[src/rtl/hbridge_pkg.sv]
// Shared definitions for the H-bridge PWM generator: controller states and
// the default counter width / minimum pulse length.
package hbridge_pkg;

    localparam int CNT_W_DEF     = 8;
    localparam int MIN_PULSE_DEF = 16;

    typedef enum logic [1:0] {
        IDLE  = 2'd0,
        RUN   = 2'd1,
        FAULT = 2'd2
    } hbState_t;

endpackage

[src/rtl/hbridge_pwm_gen_sync2.sv]
// Two-flop synchronizer for an asynchronous active-low level.
// It resets to the inactive (high) level.
module sync2 (
    input  logic clk,
    input  logic rst_n,
    input  logic d,
    output logic q
);

    logic meta;

    always_ff @(posedge clk or negedge rst_n) begin
        if (!rst_n) begin
            meta <= 1'b1;
            q    <= 1'b1;
        end else begin
            meta <= d;
            q    <= meta;
        end
    end

endmodule

[src/rtl/hbridge_pwm_gen.sv]
// H-bridge PWM generator: a free-running period counter, a shadowed and clamped
// duty word, and an IDLE/RUN/FAULT controller with a synchronized fault input.
module hbridge_pwm_gen
    import hbridge_pkg::*;
#(
    parameter int CNT_W     = CNT_W_DEF,
    parameter int MIN_PULSE = MIN_PULSE_DEF
) (
    input  logic             GCK1,
    input  logic             GSR1,
    input  logic             enable,
    input  logic             fault_n,
    input  logic             duty_valid,
    input  logic [CNT_W-1:0] duty,
    output logic             duty_ready,
    output logic             Hbridge_pwm,
    output logic             period_start,
    output logic             fault_latched
);

    localparam logic [CNT_W:0]   FULL_DUTY = {1'b1, {CNT_W{1'b0}}};
    localparam logic [CNT_W:0]   MIN_P     = (CNT_W + 1)'(MIN_PULSE);
    localparam logic [CNT_W:0]   HIGH_LIM  = FULL_DUTY - MIN_P;
    localparam logic [CNT_W-1:0] CNT_LAST  = {CNT_W{1'b1}};

    hbState_t         state;
    hbState_t         nextState;
    logic             faultSync;
    logic             rstDone;
    logic             stayRun;
    logic             copyShadow;
    logic             accept;
    logic [CNT_W-1:0] cnt_p0;
    logic [CNT_W-1:0] shadowDuty;
    logic             shadowFull;
    logic [CNT_W:0]   activeDuty;
    logic             pwm_p1;

    // Short requests become constant low and near-full requests constant high,
    // so no emitted phase is ever shorter than MIN_PULSE.
    function automatic logic [CNT_W:0] clampDuty(input logic [CNT_W-1:0] d);
        logic [CNT_W:0] dExt;
        dExt = {1'b0, d};
        if (dExt < MIN_P) begin
            return '0;
        end else if (dExt > HIGH_LIM) begin
            return FULL_DUTY;
        end else begin
            return dExt;
        end
    endfunction

    sync2 uFaultSync (
        .clk   (GCK1),
        .rst_n (GSR1),
        .d     (fault_n),
        .q     (faultSync)
    );

    // rstDone keeps the first edge after reset release from starting a run.
    always_ff @(posedge GCK1 or negedge GSR1) begin
        if (!GSR1) begin
            state   <= IDLE;
            rstDone <= 1'b0;
        end else begin
            state   <= nextState;
            rstDone <= 1'b1;
        end
    end

    always_comb begin
        nextState     = state;
        period_start  = 1'b0;
        fault_latched = 1'b0;
        case (state)
            IDLE: begin
                if (enable && rstDone) nextState = RUN;
            end
            RUN: begin
                period_start = (cnt_p0 == '0);
                if (!enable) nextState = IDLE;
            end
            FAULT: begin
                fault_latched = 1'b1;
                if (!enable) nextState = IDLE;
            end
            default: nextState = IDLE;
        endcase
        if (!faultSync) nextState = FAULT;
    end

    assign stayRun    = (state == RUN) && (nextState == RUN);
    assign copyShadow = ((state == RUN) && (cnt_p0 == CNT_LAST)) ||
                        ((state == IDLE) && (nextState == RUN));
    assign duty_ready = !shadowFull;
    assign accept     = duty_valid && duty_ready;

    // Stage p0: period counter, zero outside RUN
    always_ff @(posedge GCK1 or negedge GSR1) begin
        if (!GSR1) begin
            cnt_p0 <= '0;
        end else if (stayRun) begin
            cnt_p0 <= cnt_p0 + 1'b1;
        end else begin
            cnt_p0 <= '0;
        end
    end

    // A word accepted on a copy edge waits for the following copy.
    always_ff @(posedge GCK1 or negedge GSR1) begin
        if (!GSR1) begin
            shadowDuty <= '0;
            shadowFull <= 1'b0;
            activeDuty <= '0;
        end else begin
            if (accept) shadowDuty <= duty;
            if (accept) begin
                shadowFull <= 1'b1;
            end else if (copyShadow) begin
                shadowFull <= 1'b0;
            end
            if (copyShadow) activeDuty <= clampDuty(shadowDuty);
        end
    end

    // Stage p1: registered compare; forced low on any exit from RUN
    always_ff @(posedge GCK1 or negedge GSR1) begin
        if (!GSR1) begin
            pwm_p1 <= 1'b0;
        end else begin
            pwm_p1 <= stayRun && ({1'b0, cnt_p0} < activeDuty);
        end
    end

    assign Hbridge_pwm = pwm_p1;

endmodule
[config.mk]
export PLATFORM = sky130hd
export DESIGN_NAME = hbridge_pwm_gen
export DESIGN_NICKNAME = d
export VERILOG_FILES = /design/src/rtl/hbridge_pkg.sv /design/src/rtl/hbridge_pwm_gen_sync2.sv /design/src/rtl/hbridge_pwm_gen.sv
export SDC_FILE = /design/constraint.sdc
export NUM_CORES = 1
export LEC_CHECK = 0
export ABC_AREA = 1
export ABC_CLOCK_PERIOD_IN_PS = 1400
export CAP_MARGIN = 25
export CORE_UTILIZATION = 30
export CTS_CLUSTER_SIZE = 16
export DETAILED_ROUTE_END_ITERATION = 8
export PLACE_DENSITY = 0.58
export SLEW_MARGIN = 30
export SYNTH_ARGS = -nofsm -noshare
export SYNTH_HDL_FRONTEND = slang
export SYNTH_SLANG_ARGS = --single-unit
[constraint.sdc]
create_clock -name GCK1 -period 1.4 [get_ports GCK1]
set_input_delay 0.28 -clock GCK1 [delete_from_list [all_inputs] [get_ports GCK1]]
set_output_delay 0.28 -clock GCK1 [all_outputs]
set_load 0.02 [all_outputs]
==> results_dict.tcl <==
set metrics [dict create \
    cp-start-kind "flop" \
    fmax_mhz 617 \
    grt_pass1_vias 1440 \
    drt-wirelength-per-cell_um 10.8 \
    overflow 0 \
    setup_viol 21 \
    drt_iter0_drc 39 \
    syn_inst 203 \
    cts_sinks 32 \
    synth_compound_area_share_pct 5.49 \
    final_cell_area_mm2 0.00245 \
    period_minus_slack_ns 1.62 \
    synth_mux_area_share_pct 0 \
    synth_common_cells "nand2_1 (43), inv_1 (34), dfrtp_1 (30)" \
    slowest_delay_ns 0.39 \
    numCtsBuffers 5 \
    status "complete, but fails checks" \
    io_buffer_count 16 \
    n_antenna_cell 0 \
    vias_per_cell 4.39 \
    hold_viol 0 \
    yosysWarnings 0 \
    holdWs_ns 0.360 \
    area_growth_pct 45.0 \
    crit_path_end_kind "output pin" \
    ir_worst_vdd_uv 660 \
    p_seq_share_pct 40.6 \
    initial_core_util_pct 32.0 \
    ctsHoldBuffers 0 \
    worstPathCellList "inv_2, ha_2, nand4_1, nor4_4, buf_4" \
    crit_slowest_cell "dfrtp_1" \
    fillers 525 \
    clk_pin_slew_ns 0.07 \
    track_usage_pct 13.1 \
    period_share_pct 116 \
    drtAntennaViolNets 0 \
    worst_slack_ns -0.222 \
    cts-root-buf "clkbuf_8" \
    grt_max_degree 33 \
    clkPwrFrac_pct 29.7 \
    synth_top_area_share_pct 44.5 \
    clock_path_buffers 2 \
    grt_pass1_wl_um 6070 \
    cts_max_level 2 \
    drt-pass1-iter-count 4 \
    ys_top_cells_by_area "dfrtp_1 (45%), ha_1 (9.6%), nand2_1 (9.6%)" \
    hpwl_um 2500 \
    gp_congestion 0.727 \
    drive_above_1_share_pct 29.5 \
    cp.required_ns 1.12 \
    die_x_um 77.0 \
    drv_slew 0 \
    crit_family "flip-flops" \
    reg2reg_slack_ns -0.21 \
    p_leak_nw 1.19 \
    io_pins 17 \
    crit_fanout 2 \
    synth_nets 229 \
    drv_cap 0 \
    path_class "flop to output pin" \
    dieArea_mm2 0.00593 \
    vias 1421 \
    synth_top_flop_cell "dfrtp_1" \
    violations "setup timing" \
    synth_cell_type_count 20 \
    fin_nets 279 \
    synthAdderAreaFrac_pct 9.64 \
    skew_ns 0.00416 \
    wl_um 3500 \
    synth_most_common_cell "nand2_1" \
    antenna_found_initial 0 \
    synth_area_per_cell_um2 8.31 \
    clock_latency_ns 0.29 \
    synth_xor_area_share_pct 0.519 \
    p_int_mw 2.03 \
    hold_path.class "input pin to async pin" \
    num_rows 26 \
    setup_tns_ns -3.66 \
    rsz0062_at_grt "true" \
    die_y_um 77.0 \
    netlist_area_mm2 0.00169 \
    path_buf_inv 2 \
    synth_top_family_by_area "simple AND/OR/NAND/NOR gates" \
    power.density_mw_per_mm2 1230 \
    switching_share_pct 32.6 \
    synth_seq_area_share_pct 47.6 \
    netSwitchingPower_mw 0.984 \
    core_area_mm2 0.00527 \
    drc 0 \
    p_comb_share_pct 29.8 \
    synth_simple_gate_area_share_pct 27.2 \
    synth-edff-count 0 \
    async_flop_share_pct 100 \
    arrival_ns 1.34 \
    synth_top_area_cell "dfrtp_1" \
    cts_tree "done" \
    ys_ff_latch 32 \
    place_area_mm2 0.00219 \
]
worst paths after layout:
check | from | end | cells after the start
min in group GCK1 | uFaultSync.meta$_DFF_PN1_ | uFaultSync.q$_DFF_PN1_ | 0
worst max register to register | state[0]$_DFF_PN0_ | activeDuty[7]$_DFFE_PN0P_ | 9
worst min-delay path | GSR1 | cnt_p0[3]$_DFF_PN0_ | 2
worst max-delay path | state[1]$_DFF_PN0_ | period_start | 5
max in group asynchronous | GSR1 | uFaultSync.q$_DFF_PN1_ | 2
worst min register to register | uFaultSync.meta$_DFF_PN1_ | uFaultSync.q$_DFF_PN1_ | 0
power groups by stage:
stage / Clock [mW] / Sequential, mW / Combinational (mW)
2_1_floorplan: 0 / 1.22 / 0.606
3_3_place_gp: 0 / 1.23 / 0.844
3_5_place_dp: 0 / 1.24 / 0.862
4_1_cts: 0.926 / 1.23 / 0.873
5_1_grt: 0.959 / 1.25 / 1.04
6_report: 0.894 / 1.22 / 0.898
per-layer routing:
layer,share of wire [%],global-route usage [%],vias up,wire length [um]
li1,-,-,735,-
met1,46,15.4,645,1620
met2,48,22.3,34,1690
met3,4.0,3.69,7,141
met4,1.5,5.09,0,51
met5,0,0,-,0
cell usage in the layout, fill, tap and decap left out, drive strengths merged, types with 2 or more instances in the layout:
master,instances
nand2,44
a21oi,15
o21ai,2
nand4,4
inv,34
ha,13
dfrtp,30
clkdlybuf4s50,12
nand3,19
clkbuf,5
dfstp,2
nor3,6
nor2,29
buf,31
final cells by class:
class | instances | area (um^2) | area share [%]
flip-flops and latches | 32 | 803 | 32.8
repair buffers | 45 | 423 | 17.3
multi-input cells | 135 | 891 | 36.4
inverters | 34 | 130 | 5.32
clock inverters | 3 | 42.5 | 1.74
well taps | 70 | 87.6 | 3.58
clock buffers | 5 | 68.8 | 2.81
metrics by stage:
stage	utilization, %	std cells	setup slack (ns)	power, mW
floorplan	-	203	-0.0462	1.82
global placement	41.5	313	-0.383	2.07
detailed placement	41.5	313	-0.392	2.11
CTS	44.8	322	-0.234	3.02
global route	46.4	324	-0.304	3.25
finish	46.4	324	-0.222	3.02
timing repair:
action	CTS	global route
endpoints found under the setup margin	23	23
setup buffers	0	2
gates resized for setup	25	17
pin swaps	7	7
gates cloned	1	0
registers in the layout (all words and copies together) (netlist names):
name,flops
activeDuty,9
cnt_p0,8
shadowDuty,8
state,2
Hbridge_pwm,1
rstDone,1
shadowFull,1
uFaultSync.meta,1
uFaultSync.q,1
logic make-up (layout without fill, tap and decap cells):
kind of cell	Yosys count	in the layout
DFF	32	32
and+or+nand+nor	102	103
buffers and inverters	37	87
other	1	1
adders and majority gates	13	13
xor gates and xnor gates	1	1
AOI/OAI and AO/OA	17	17
Note: power is estimated with default switching activity, not from simulation.
